**config.mk**
```make
export PLATFORM = sky130hd
export DESIGN_NAME = prbs_checker_parallel_fab
export DESIGN_NICKNAME = d
export VERILOG_FILES = /design/src/rtl/prbs_pkg.sv /design/src/rtl/prbs_checker_parallel_fab_popcount.sv /design/src/rtl/prbs_checker_parallel_fab.sv
export SDC_FILE = /design/constraint.sdc
export NUM_CORES = 1
export LEC_CHECK = 0
export BUFFER_PORTS_ARGS = -buffer_cell sky130_fd_sc_hd__clkbuf_2
export CAP_MARGIN = 10
export CORE_ASPECT_RATIO = 0.7
export CORE_MARGIN = 4
export CORE_UTILIZATION = 25
export CTS_BUF_LIST = sky130_fd_sc_hd__clkbuf_8
export DETAILED_ROUTE_END_ITERATION = 8
export GPL_TIMING_DRIVEN = 0
export PLACE_DENSITY = 0.53
export SETUP_SLACK_MARGIN = 0.05
export SLEW_MARGIN = 20
export SYNTH_ARGS = -nofsm -noshare
export SYNTH_HDL_FRONTEND = slang
export SYNTH_HIERARCHICAL = 1
export SYNTH_SLANG_ARGS = --single-unit
```
**constraint.sdc**
```tcl
create_clock -name clk_i -period 4.8 [get_ports clk_i]
set_input_delay 0 -clock clk_i [delete_from_list [all_inputs] [get_ports clk_i]]
set_output_delay 0 -clock clk_i [all_outputs]
set_load 0.005 [all_outputs]
```
**src/rtl/prbs_pkg.sv**
```systemverilog
// Shared PRBS definitions: default polynomial/width, checker state encoding and
// the next-word function F used by both the fabric generator and checker.
package prbs_pkg;

  localparam int NBITS_DEF  = 8;
  localparam int POLY2_DEF  = 7;
  localparam int POLY1_DEF  = 1;
  localparam int PRBS_MAX_W = 64;
  localparam int SIDX_W     = $clog2(2 * PRBS_MAX_W);

  typedef enum logic [1:0] {
    ST_IDLE   = 2'd0,
    ST_SEARCH = 2'd1,
    ST_LOCKED = 2'd2
  } chk_state_t;

  // F(w): seed the top POLY2 positions with the low bits of w, then fill the
  // word from the top down with s[i] = s[i+POLY2] ^ s[i+POLY2-POLY1].
  function automatic logic [PRBS_MAX_W-1:0] prbs_next(
    input logic [PRBS_MAX_W-1:0] word,
    input int                    nbits,
    input int                    poly2,
    input int                    poly1
  );
    logic [2*PRBS_MAX_W-1:0] s;
    logic [PRBS_MAX_W-1:0]   r;
    s = '0;
    r = '0;
    for (int j = 0; j < PRBS_MAX_W; j++) begin
      if (j < poly2) s[SIDX_W'(nbits + j)] = word[j];
    end
    for (int i = PRBS_MAX_W - 1; i >= 0; i--) begin
      if (i < nbits) begin
        s[i] = s[SIDX_W'(i + poly2)] ^ s[SIDX_W'(i + poly2 - poly1)];
        r[i] = s[i];
      end
    end
    return r;
  endfunction

endpackage

```
**src/rtl/prbs_checker_parallel_fab_popcount.sv**
```systemverilog
// Combinational population count of an NBITS-wide word.
//   data_i  : word to count
//   count_o : number of set bits
module prbs_popcount #(
  parameter int NBITS = 8
) (
  input  logic [NBITS-1:0]             data_i,
  output logic [$clog2(NBITS+1)-1:0]   count_o
);

  localparam int CW = $clog2(NBITS + 1);

  always_comb begin
    count_o = '0;
    for (int i = 0; i < NBITS; i++) begin
      count_o = count_o + CW'(data_i[i]);
    end
  end

endmodule

```
**src/rtl/prbs_checker_parallel_fab.sv**
```systemverilog
// Parallel PRBS checker: self-synchronises to the fabric generator stream,
// then tracks it with a reference LFSR and reports lock, per-word errors and
// saturating bit-error / word counters.
//   clk_i, resetn_i           : clock, synchronous active-low reset
//   chk_en_i, clear_i         : enable (low = idle), counter clear / resync
//   data_valid_i, data_i      : received word strobe and data
//   lock_o, err_o, err_bits_o : lock status, error pulse, bit errors of last word
//   err_cnt_o, word_cnt_o     : accumulated bit errors, words checked while locked
module prbs_checker_parallel_fab
  import prbs_pkg::*;
#(
  parameter int NBITS      = NBITS_DEF,
  parameter int POLY2      = POLY2_DEF,
  parameter int POLY1      = POLY1_DEF,
  parameter int MSB_FIRST  = 0,
  parameter int LOCK_CNT   = 16,
  parameter int UNLOCK_CNT = 4,
  parameter int CNT_W      = 32
) (
  input  logic                         clk_i,
  input  logic                         resetn_i,
  input  logic                         chk_en_i,
  input  logic                         clear_i,
  input  logic                         data_valid_i,
  input  logic [NBITS-1:0]             data_i,
  output logic                         lock_o,
  output logic                         err_o,
  output logic [$clog2(NBITS+1)-1:0]   err_bits_o,
  output logic [CNT_W-1:0]             err_cnt_o,
  output logic [CNT_W-1:0]             word_cnt_o
);

  localparam int EBW = $clog2(NBITS + 1);

  function automatic logic [NBITS-1:0] f_next(input logic [NBITS-1:0] w);
    return NBITS'(prbs_next(PRBS_MAX_W'(w), NBITS, POLY2, POLY1));
  endfunction

  function automatic logic [CNT_W-1:0] sat_add(input logic [CNT_W-1:0] a,
                                               input logic [CNT_W-1:0] b);
    logic [CNT_W:0] sum;
    sum = {1'b0, a} + {1'b0, b};
    return sum[CNT_W] ? '1 : sum[CNT_W-1:0];
  endfunction

  // ---- stage p0: received word alignment and comparison ----
  logic [NBITS-1:0] rx_p0;
  logic             vld_p0;
  logic [EBW-1:0]   bits_p0;

  chk_state_t       state_p1, state_nx;
  logic [NBITS-1:0] prev_p1, prev_nx;
  logic [NBITS-1:0] ref_p1, ref_nx;
  logic [7:0]       good_p1, good_nx, good_inc;
  logic [7:0]       bad_p1, bad_nx, bad_inc;
  logic             err_p1, err_nx;
  logic [EBW-1:0]   err_bits_p1, err_bits_nx;
  logic [CNT_W-1:0] err_cnt_p1, err_cnt_nx;
  logic [CNT_W-1:0] word_cnt_p1, word_cnt_nx;
  logic             match;

  generate
    if (MSB_FIRST != 0) begin : g_rev
      always_comb begin
        for (int i = 0; i < NBITS; i++) rx_p0[i] = data_i[NBITS-1-i];
      end
    end else begin : g_fwd
      assign rx_p0 = data_i;
    end
  endgenerate

  assign vld_p0 = data_valid_i;

  prbs_popcount #(.NBITS(NBITS)) u_popcount (
    .data_i  (rx_p0 ^ ref_p1),
    .count_o (bits_p0)
  );

  always_comb begin
    state_nx    = state_p1;
    prev_nx     = prev_p1;
    ref_nx      = ref_p1;
    good_nx     = good_p1;
    bad_nx      = bad_p1;
    err_nx      = 1'b0;
    err_bits_nx = err_bits_p1;
    err_cnt_nx  = err_cnt_p1;
    word_cnt_nx = word_cnt_p1;
    match       = 1'b0;
    good_inc    = good_p1 + 8'd1;
    bad_inc     = bad_p1 + 8'd1;

    if (!chk_en_i) begin
      state_nx = ST_IDLE;
    end else if (clear_i) begin
      state_nx    = ST_SEARCH;
      good_nx     = '0;
      bad_nx      = '0;
      err_cnt_nx  = '0;
      word_cnt_nx = '0;
    end else begin
      case (state_p1)
        ST_IDLE: state_nx = ST_SEARCH;
        ST_SEARCH: begin
          if (vld_p0) begin
            match   = (rx_p0 == f_next(prev_p1)) && (rx_p0 != '0) && (prev_p1 != '0);
            good_nx = match ? good_inc : 8'd0;
            prev_nx = rx_p0;
            if (match && (good_inc == 8'(LOCK_CNT))) begin
              state_nx = ST_LOCKED;
              ref_nx   = f_next(rx_p0);
              bad_nx   = '0;
            end
          end
        end
        ST_LOCKED: begin
          if (vld_p0) begin
            ref_nx      = f_next(ref_p1);
            word_cnt_nx = sat_add(word_cnt_p1, CNT_W'(1));
            err_bits_nx = bits_p0;
            if (bits_p0 != '0) begin
              err_nx     = 1'b1;
              err_cnt_nx = sat_add(err_cnt_p1, CNT_W'(bits_p0));
              bad_nx     = bad_inc;
              if (bad_inc == 8'(UNLOCK_CNT)) begin
                state_nx = ST_SEARCH;
                good_nx  = '0;
                prev_nx  = rx_p0;
              end
            end else begin
              bad_nx = '0;
            end
          end
        end
        default: state_nx = ST_IDLE;
      endcase
    end
  end

  // ---- stage p1: registered checker state and outputs ----
  always_ff @(posedge clk_i) begin
    if (!resetn_i) begin
      state_p1    <= ST_IDLE;
      prev_p1     <= '0;
      ref_p1      <= '0;
      good_p1     <= '0;
      bad_p1      <= '0;
      err_p1      <= 1'b0;
      err_bits_p1 <= '0;
      err_cnt_p1  <= '0;
      word_cnt_p1 <= '0;
    end else begin
      state_p1    <= state_nx;
      prev_p1     <= prev_nx;
      ref_p1      <= ref_nx;
      good_p1     <= good_nx;
      bad_p1      <= bad_nx;
      err_p1      <= err_nx;
      err_bits_p1 <= err_bits_nx;
      err_cnt_p1  <= err_cnt_nx;
      word_cnt_p1 <= word_cnt_nx;
    end
  end

  assign lock_o     = (state_p1 == ST_LOCKED);
  assign err_o      = err_p1;
  assign err_bits_o = err_bits_p1;
  assign err_cnt_o  = err_cnt_p1;
  assign word_cnt_o = word_cnt_p1;

endmodule

```
Yosys cells after proc, flatten, opt, wreduce, memory -nomap -nowiden
Cells that the tools add are included.

Eq/ne operators: 15. Bitwise gates (word level): 30. $add $sub $neg: 11. Muxes and demuxes: 180. Reduce and logical (&&, ||, !) cells: 24.

Operators by type and width (count): $mux W32 (9); $mux W8 (18); $mux W1 (143); $pmux W8 S2 (4); $add A32 B1 Y33 const B (1); $add A32 B4 Y33 (1); $add A4 B1 Y4 (6); $xor A1 B1 Y1 (24); $add A8 B1 Y8 const B (2); $reduce_bool A8 Y1 (2); $reduce_and A5 Y1 (3); $reduce_and A6 Y1 (2); $mux W2 (5); $ne A3 B3 Y1 const B (3); $eq A8 B3 Y1 const B (1); $eq A8 B5 Y1 const B (1); $eq A8 B8 Y1 (1); $reduce_and A4 Y1 (2); $reduce_bool A2 Y1 (4); $xor A8 B8 Y8 (1); $reduce_and A7 Y1 (1); $ne A2 B2 Y1 const B (3); $ne A3 B2 Y1 const B (2); $pmux W2 S3 (1); other kinds (13) (20).

Bits in registers: 103. Logic and storage cells: 270. Input port bits: 13.

Depth between registers and ports, before layout
Gate-level depths: netlist of run 1.

Depth after elaboration: 33. Depth in mapped cells: 19. Mapped depth without buffers: 17.

By module
The synthesis of run 1 kept the hierarchy.

Modules (own cells, without submodules): prbs_checker_parallel_fab (area an instance 6378.6 um2, seq. area each 2062.0 um2, cells an instance 819, instances 1); prbs_popcount (area an instance 178.9 um2, seq. area each 0.0 um2, cells an instance 21, instances 1).

Worst setup path after synthesis of run 1
Ideal clock, no wire load.

Path kind: register to register. From: reg ref_p1[0]. To: reg err_cnt_p1[13] (netlist: err_cnt_o[13]). Data arrival time: 4379 ps. Stages on the path, launching flop included: 19. Path buffers: 1. Path slack: 304 ps. Clock period less this slack: 4496 ps. Required time: 4683 ps. Setup time: 117 ps. Cell sequence: dfxtp_1 > xor2_1 > fa_1 > inv_1 > fa_1 > fa_1 > inv_1 > ha_1 > inv_1 > fa_1 > inv_1 > fa_1 > a21o_1 > a21oi_1 > nor2_1 > nand3_1 > clkbuf_1 > o41ai_1 > a32o_1.

Longest elaborated chain between the ends: 14. Elaborated cells on any way between the ends: 17.

Ends and longest elaborated chain: start, declared (RTL line prbs_checker_parallel_fab.sv:53) `logic [NBITS-1:0] ref_p1, ref_nx;`; start signal, assigned (RTL line prbs_checker_parallel_fab.sv:155) `ref_p1 <= ref_nx;`; $xor A8 B8 Y8 (*) (RTL line prbs_checker_parallel_fab.sv:75) `.data_i (rx_p0 ^ ref_p1),`; $add A1 B1 Y2 (*) (RTL line prbs_checker_parallel_fab_popcount.sv:16) `count_o = count_o + CW'(data_i[i]);`; $add A4 B1 Y4 (*) (6 in series) (RTL line prbs_checker_parallel_fab_popcount.sv:16); via bits_p0[1] (RTL line prbs_checker_parallel_fab.sv:49) `logic [EBW-1:0] bits_p0;`; $add A32 B4 Y33 (RTL line prbs_checker_parallel_fab.sv:42) `sum = {1'b0, a} + {1'b0, b};`; $mux W32 (RTL line prbs_checker_parallel_fab.sv:43) `return sum[CNT_W] ? '1 : sum[CNT_W-1:0];`; $mux W32 (RTL line prbs_checker_parallel_fab.sv:121) `if (bits_p0 != '0) begin`; $mux W32 (RTL line prbs_checker_parallel_fab.sv:117) `if (vld_p0) begin`; $mux W32 (RTL line prbs_checker_parallel_fab.sv:102) `case (state_p1)`; $mux W32 (RTL line prbs_checker_parallel_fab.sv:95) `end else if (clear_i) begin`; end signal, assigned (RTL line prbs_checker_parallel_fab.sv:160) `err_cnt_p1 <= err_cnt_nx;`; end, declared (RTL line prbs_checker_parallel_fab.sv:58) `logic [CNT_W-1:0] err_cnt_p1, err_cnt_nx;`.

The timed path passes the listed nets; every way through them passes the cells marked *. The select of a mux whose other input is x is not followed. A chain may end at the register's enable or synchronous reset.

Worst setup path in the final report of run 1
From: reg ref_p1[0]. To: reg err_cnt_p1[30] (netlist: err_cnt_o[30]).

The elaborated chain is that of the path after synthesis.

==> results.cfg, run 1 <==
[synthesis]
ys_seq_elements = 103
synth_area_leaders = dfxtp_1 31%, a21oi_1 6.0%, o21ai_0 5.6%, ha_1 4.2%, nand2_1 3.8%
synth_top_area_cell = dfxtp_1
yosysTopAreaCellShare_pct = 31.4
synth_ff_type = dfxtp_1
yosys_warnings = 6
ys_seq_area_share_pct = 31.4
netlist_area_um2 = 6560
synth_nets = 880
synth.most_common_cell = dfxtp_1
netlist_top_cells_count = 103 x dfxtp_1, 78 x a21oi_1, 73 x o21ai_0, 67 x nand2_1, 58 x nor2_1
async_flop_share_pct = 0
syn_avg_cell_area_um2 = 7.81
synthCells = 840
synth_edf_count = 0
synth.distinct_cells = 71

[pwr]
combPwrFrac_pct = 17.4
power.leakage_nw = 3.05
p_switching_mw = 0.521
power.internal_mw = 1.23
clkPwrFrac_pct = 33.4
p_seq_share_pct = 49.2
p_sw_share_pct = 29.8
powerDensity_nw_per_um2 = 222
total_power_mw = 1.75
peakVddDrop_uv = 126

[worst_setup_path]
max_stage_delay_ps = 550
path_max_fanout = 5
path_cells = xor2_2 > fa_1 > inv_1 > fa_1 > fa_1 > inv_1 > ha_1 > inv_1 > fa_2 > inv_2 > fa_2 > a21o_1 > a21o_1 > nand2_4 > nor3_4 > and3_1 > o221a_2
cp_data_arrival_time_ps = 4950
start_kind = register
path_delay_family = adder cells
crit_required_ps = 5070
crit_buf_inv = 4
setup.worst_path.class = reg -> reg
r2r_cells = 17
worstReg2RegStart = ref_p1[0]
endpoint_kind = register
rrSetupSlack_ps = 120
crit_slowest_cell = fa_1
r2r_end = err_cnt_o[30]

[layout]
stdcell_area_um2 = 7880
antenna_cells = 0
utilization_pct = 30.6
fin_nets = 976
area_growth_pct = 20.2
fin_cells = 1272
drive_gt1_share_pct = 18.9

[routing]
dr.pass1.iters = 5
vias = 6760
antenna_left = 0
finalWirelength_mm = 21.7
drt-initial-drc-count = 708
post_drt_wl_per_cell_um = 17.1
via_per_inst = 5.31
drcViolationCount = 0

[placement]
dp_hpwl_mm = 16.0
placed_area_um2 = 7350
dpl_worst_slack_ps = -526
io_buffers = 75
gp_congestion = 0.816
dp_cells = 1246

[global_route]
grt_pass1_wl_mm = 34.6
overflow = 0
first_global_vias = 6115
antenna_found_initial = 0
grt_use_total_pct = 14.5
grt_max_degree = 17

[floorplanning]
start_util_pct = 25.5
die-area_um2 = 28900
design.core.area_um2 = 25700
rows = 49
die_w_um = 202
ios = 83
die_h_um = 144

[clock_network]
clock_latency_ps = 390
clockBufferDepth = 2
h-tree-depth = 3
path_clk_slew_ps = 110
ctsRootBufferMaster = clkbuf_8
cts_tree = yes
clock-sinks = 103
cts-buffers-inserted = 9

[sta]
skew_ps = 21.9
max_freq_ghz = 0.214
setup_viol_count_final = 0
finalCritPeriodShare_pct = 97.6
slew_viol_final = 0
rsz0062_at_grt = yes
slew_headroom_pct = 41.7
fin_ws_ps = 116
worstMarginPinSlew_ps = 867
fin_crit_ps = 4680
hold_violations = 0

[hold_path]
whs_path_depth = 3
min_from = data_i[2]
min_to = prev_p1[2]
hold_path.class = in -> reg

[status]
outcome = complete, no violations

[flow_run]
maxCapViolCount = 0
==> what timing repair did <==
item	in CTS	in global routing
endpoints found under the hold margin	4	0
pin swaps	1	7
hold buffers	4	0
cloned	0	0
gates resized for setup	29	38
endpoints found under the setup margin	54	50
setup buffers	1	7
==> per-stage QoR <==
step | setup TNS, ps | hold slack [ps]
3_3_place_gp | -11450 | 379
3_5_place_dp | -12210 | 388
2_1_floorplan | 0 | 147
5_1_grt | 0 | 53.9
6_report | 0 | 36.8
4_1_cts | 0 | 4.88
==> metal layers <==
| layer | wire length (um) | GRT usage (%) | up-vias |
|---|---|---|---|
| met5 | 0 | 0 | - |
| met4 | 135 | 2.16 | 0 |
| met3 | 1250 | 2.53 | 15 |
| met2 | 8980 | 21.3 | 238 |
| met1 | 11300 | 22.6 | 3218 |
| li1 | - | - | 3289 |
==> registers in the layout, indices dropped and copies added, names as in the netlist <==
signal / count
err_bits_o: 4
err_cnt_o: 32
prev_p1: 8
ref_p1: 8
good_p1: 8
bad_p1: 8
word_cnt_o: 32
err_o: 1
state_p1: 2
==> power groups by stage <==
stage | Clock (mW) | Sequential [mW] | Combinational (mW)
after floorplan | 0 | 0.881 | 0.165
after global placement | 0 | 0.882 | 0.240
after detailed placement | 0 | 0.882 | 0.243
after CTS | 0.607 | 0.862 | 0.277
after global routing | 0.641 | 0.862 | 0.333
final | 0.585 | 0.862 | 0.304
==> cell usage in the layout (no fill, tap or decap), types with 6 or more instances in the layout <==
cell      count
or3_1        12
mux2i_1      10
nand4_1      13
o221a_2       6
o21ai_1      23
o211ai_1     10
clkbuf_8     11
nor3_1       19
xnor2_1      13
o21ai_0      70
clkbuf_1     31
a32o_1        9
clkbuf_2     78
and3_1       19
a31oi_1      28
nand3_1      45
nand2_1      64
ha_1         21
nor2_1       55
inv_1        35
xor2_1       20
a21o_1        8
a21oi_1      77
buf_2         9
and2_1        6
dfxtp_1     100
nor4_1       11
buf_4         8
==> worst max-delay path by stage <==
stage | from | to | cells after the start
finish | ref_p1[0] | err_cnt_o[30] | 17
global route | ref_p1[0] | err_cnt_o[28] | 17
CTS | ref_p1[0] | err_cnt_o[13] | 18
detailed placement | ref_p1[0] | err_cnt_o[14] | 18
global placement | ref_p1[0] | err_cnt_o[19] | 18
floorplan | ref_p1[0] | err_cnt_o[13] | 18
==> layout make-up <==
class                   instances  area [um^2]
plain buffers                  51          272
clock buffers                  10          138
clock inverters                 6         61.3
fillers                      2816        17900
inverters                      35          131
multi-input cells             649         4330
flip-flops and latches        103         2070
well taps                     331          414
repair buffers                 87          473
==> worst min-delay path: cells and delay by family <==
kind | cells | cell delay [ps]
multiplexers | 1 | 180
buffers and inverters | 1 | 160
AND/OR/NAND/NOR | 1 | 50
==> logic make-up after synthesis <==
kind of cell / share of synthesized area, %
buf+inv: 5.67
compound gates: 27.2
mux: 1.53
flops: 31.4
xor+xnor: 4.67
fa+ha+maj: 5.72
simple gates: 23.8
(Power assumes the default switching activity.)
==> run 2, diff against run 1 <==
Settings changed: RECOVER_POWER set to 100.
==> results.cfg, run 2 (synthesized netlist as in run 1, its figures left out) <==
[global_route]
grt_use_total_pct = 14.5
grt_max_degree = 17
grtUsageMet1_pct = 22.6
antenna_found_initial = 0
overflow = 0
first_global_vias = 6115
use_met3_pct = 2.53
grt_pass1_wl_mm = 34.6
gr-usage-met2_pct = 21.3
busiest_layer = met1

[worst_setup_path]
worstReg2RegStart = ref_p1[0]
r2r_cells = 17
path_max_fanout = 5
start_kind = register
cp_data_arrival_time_ps = 4930
endpoint_kind = register
crit_required_ps = 5070
setup.worst_path.class = reg -> reg
r2r_end = err_cnt_o[30]
rrSetupSlack_ps = 140

[hold_path]
hold_path.class = in -> reg
min_from = data_i[0]
min_to = prev_p1[0]
whs_path_depth = 3

[clock_network]
h-tree-depth = 3
clock-sinks = 103
ctsRootBufferMaster = clkbuf_8
cts-buffers-inserted = 9
cts_tree = yes
path_clk_slew_ps = 110
clockBufferDepth = 2
clock_latency_ps = 390

[sta]
fin_crit_ps = 4660
slew_viol_final = 9
fin_setup_tns_ps = 0
worstMarginPinSlew_ps = 1620
whs_ps = 30.9
hold_violations = 0
finalCritPeriodShare_pct = 97.1
skew_ps = 19.6
rsz0062_at_grt = yes
slew_headroom_pct = -8.97
setup_viol_count_final = 0
max_freq_ghz = 0.215

[layout]
regArea_um2 = 2070
drive_gt1_share_pct = 11.1
fin_cells = 1272
area_growth_pct = 17.3
multi_input_area_um2 = 4230
final_common_cell = dfxtp_1
fin_nets = 976
final_cell_mix = 100 x dfxtp_1, 97 x clkbuf_1, 87 x o21ai_0
utilization_pct = 29.9
antenna_cells = 0
n_fill_cell = 2860

[pwr]
power.leakage_nw = 2.79
peakVddDrop_uv = 126
powerDensity_nw_per_um2 = 227
total_power_mw = 1.75

[routing]
antenna_left = 0
via_per_inst = 5.30
drcViolationCount = 0
vias = 6746
dr.pass1.iters = 5
post_drt_wl_per_cell_um = 17.1
finalWirelength_mm = 21.7
drt-initial-drc-count = 675

[placement]
gp_congestion = 0.816
dp_cells = 1246
dp_hpwl_mm = 16.0
io_buffers = 75

[floorplanning]
die_h_um = 144
ios = 83
die-area_um2 = 28900
start_util_pct = 25.5
rows = 49
design.core.area_um2 = 25700
die_w_um = 202

[flow_run]
maxCapViolCount = 1

[status]
outcome = finished with violations
violations = max-capacitance violations, max-slew violations
run 2: cell types whose count changed in the layout (fill, tap and decap cells not counted), moves of 2 or more:
cell,change
clkbuf_1,+66
buf_6,-2
clkbuf_2,-62
nor4_1,+2
o21ai_1,-17
o21ai_0,+17
nor2_4,-2
buf_2,-2
run 2: critical path, cell delays in order (launching register included):
cell,delay [ps]
dfxtp_4,370
xor2_1,170
fa_1,550
inv_1,60
fa_1,510
fa_1,430
inv_1,80
ha_1,160
inv_1,60
fa_2,530
inv_2,80
fa_2,370
a21o_1,220
a21o_1,260
nand2_4,160
nor3_4,70
and3_1,190
o221a_2,260
run 2: metal layers:
metal	vias to the layer above	wire [um]
li1	3292	-
met3	14	1120
met5	-	0
met2	224	9030
met4	0	146
met1	3216	11400
run 2: final cells by class:
| cell class | instances | area share, % |
|---|---|---|
| sequential | 103 | 26.9 |
| multi-input combinational | 649 | 55.0 |
| clock inverter | 6 | 0.797 |
| timing repair buffer | 87 | 5.14 |
| clock buffer | 10 | 1.79 |
| tap | 331 | 5.38 |
| buffer | 51 | 3.30 |
| inverter | 35 | 1.71 |
run 2: what timing repair did:
item / in CTS / in global routing
hold buffers: 4 / 0
buffers inserted: 1 / 7
resized for setup: 29 / 38
endpoints found under the setup margin: 54 / 50
hold endpoints to repair: 4 / 0
pin swaps: 1 / 7
run 2: where the power goes:
part           internal (mW)  switching [mW]
registers              0.857         0.00415
logic                  0.116           0.182
clock network          0.254           0.331
run 2: how the worst max path moves through the flow:
stage          cells past startpoint  slack, ps      start            end
4_1_cts                           18         70  ref_p1[0]  err_cnt_o[13]
3_3_place_gp                      18       -520  ref_p1[0]  err_cnt_o[19]
5_1_grt                           17         20  ref_p1[0]  err_cnt_o[31]
6_report                          17        140  ref_p1[0]  err_cnt_o[30]
3_5_place_dp                      18       -530  ref_p1[0]  err_cnt_o[14]
2_1_floorplan                     18        300  ref_p1[0]  err_cnt_o[13]
run 2: metrics by stage:
step           instance area, um^2  setup WS (ps)
3_3_place_gp                  7350           -517
3_5_place_dp                  7350           -526
2_1_floorplan                 6560            304
6_report                      7690            140
5_1_grt                       7690           19.1
4_1_cts                       7690           69.5
==> run 3, diff against run 2 <==
Settings changed: CORE_ASPECT_RATIO 0.7 to unset.
==> results.cfg, run 3 (synthesized netlist as in run 1, its figures left out) <==
[global_route]
grt_max_degree = 18
grt_use_total_pct = 14.2
overflow = 0
antenna_found_initial = 0
first_global_vias = 6293
grt_pass1_wl_mm = 33.3

[floorplanning]
die_w_um = 170
die_h_um = 170
ios = 83
die-area_um2 = 28900
rows = 59
start_util_pct = 25.3
design.core.area_um2 = 25900

[placement]
dp_cells = 1250
io_buffers = 75
gp_congestion = 0.840
placed_area_um2 = 7350
dp_hpwl_mm = 15.2

[sta]
skew_ps = 20.0
fin_crit_ps = 4580
rsz0062_at_grt = yes
hold_violations = 0
finalCritPeriodShare_pct = 95.4
slew_viol_final = 0
slew_headroom_pct = 7.89
max_freq_ghz = 0.218
whs_ps = 11.8
worstMarginPinSlew_ps = 1370
fin_setup_tns_ps = 0
setup_viol_count_final = 0

[layout]
area_growth_pct = 16.4
antenna_cells = 0
fin_nets = 971
stdcell_area_um2 = 7640
fin_cells = 1270
final_cell_mix = 101 x dfxtp_1, 89 x o21ai_0, 88 x clkbuf_1
final_common_cell = dfxtp_1
n_fill_cell = 2826
drive_gt1_share_pct = 11.4
utilization_pct = 29.5

[worst_setup_path]
endpoint_kind = register
crit_required_ps = 5090
start_kind = register
cp_data_arrival_time_ps = 4870
path_cells = xor2_1 > fa_1 > inv_1 > fa_1 > fa_1 > inv_1 > ha_1 > inv_1 > fa_2 > inv_2 > fa_2 > a21o_1 > a21o_1 > nand2_2 > nor3_2 > and3_1 > o221a_2
crit_slowest_cell = fa_1
setup.worst_path.class = reg -> reg
max_stage_delay_ps = 550
rrSetupSlack_ps = 220
path_max_fanout = 5

[routing]
drcViolationCount = 0
drt-initial-drc-count = 387
met2_length_mm = 9.58
vias = 6606
via_per_inst = 5.20
wl_met1_mm = 9.92
dr.pass1.iters = 5
post_drt_wl_per_cell_um = 16.5
top_layer = met4
met3WireLength_um = 963
finalWirelength_mm = 20.9
antenna_left = 0

[pwr]
peakVddDrop_uv = 108
powerDensity_nw_per_um2 = 220
power.internal_mw = 1.17
clkPwrFrac_pct = 32.4
p_sw_share_pct = 30.7
power.leakage_nw = 2.74
p_seq_share_pct = 51.2
p_switching_mw = 0.517
combPwrFrac_pct = 16.4

[flow_run]
maxCapViolCount = 0

[status]
outcome = complete, no violations

[clock_network]
path_clk_slew_ps = 100
clockBufferDepth = 2
clock-sinks = 103
clock_latency_ps = 410
ctsRootBufferMaster = clkbuf_8
cts-buffers-inserted = 9
cts_tree = yes
h-tree-depth = 3

[hold_path]
hold_path.class = in -> reg
## run 3: changes by cell type in the layout (fill, tap and decap cells not counted), moves of 3 or more
cell	change
buf_4	-3
buf_6	+3
clkbuf_1	-9
clkbuf_2	+8
## run 3: layout make-up
class	count	area, um^2	area share (%)
multi-input combinational	649	4220	55.3
buffer	52	263	3.44
timing repair buffer	81	360	4.72
inverter	35	131	1.72
clock buffer	10	138	1.80
tap	335	419	5.49
sequential	103	2060	27.0
clock inverter	5	41.3	0.541
## run 3: per-stage QoR
step	total power, mW	worst slack (ps)
finish	1.68	222
floorplan	1.05	304
detailed placement	1.11	-475
CTS	1.68	10.3
global placement	1.11	-486
global route	1.76	7.52
## run 3: critical path, delay by kind of cell, from the launching register on
kind,cells,cell delay [ps]
adder cells (fa/ha/maj),6,2500
AO/OA/AOI/OAI,3,720
AND/OR/NAND/NOR,3,430
flip-flops,1,370
buffers and inverters,4,250
XOR/XNOR,1,180
## run 3: per-layer routing
layer | up-vias | global-route usage (%)
li1 | 3271 | -
met1 | 3120 | 19.3
met2 | 188 | 23.0
met3 | 27 | 2.37
met4 | 0 | 4.17
met5 | - | 0
## run 3: worst paths after layout
| path | from | endpoint | cells after the start |
|---|---|---|---|
| worst max-delay path | ref_p1[0] | err_cnt_o[30] | 17 |
| worst min-delay path | data_i[5] | prev_p1[5] | 3 |
| worst max register to register | ref_p1[0] | err_cnt_o[30] | 17 |
| worst min register to register | err_cnt_o[0] | err_cnt_o[0] | 2 |
## run 3: power by group through the flow
stage / Clock [mW] / Combinational, mW / Sequential, mW
final: 0.545 / 0.276 / 0.862
after global routing: 0.593 / 0.309 / 0.863
after CTS: 0.566 / 0.247 / 0.862
after detailed placement: 0 / 0.232 / 0.882
after global placement: 0 / 0.233 / 0.882
after floorplan: 0 / 0.165 / 0.881
## run 3: repair_timing
action / 4_1_cts / 5_1_grt
setup endpoints to repair: 52 / 49
endpoints found under the hold margin: 4 / 0
resized for setup: 14 / 38
setup buffers: 0 / 3
hold buffers: 3 / 0
pin swaps: 0 / 5
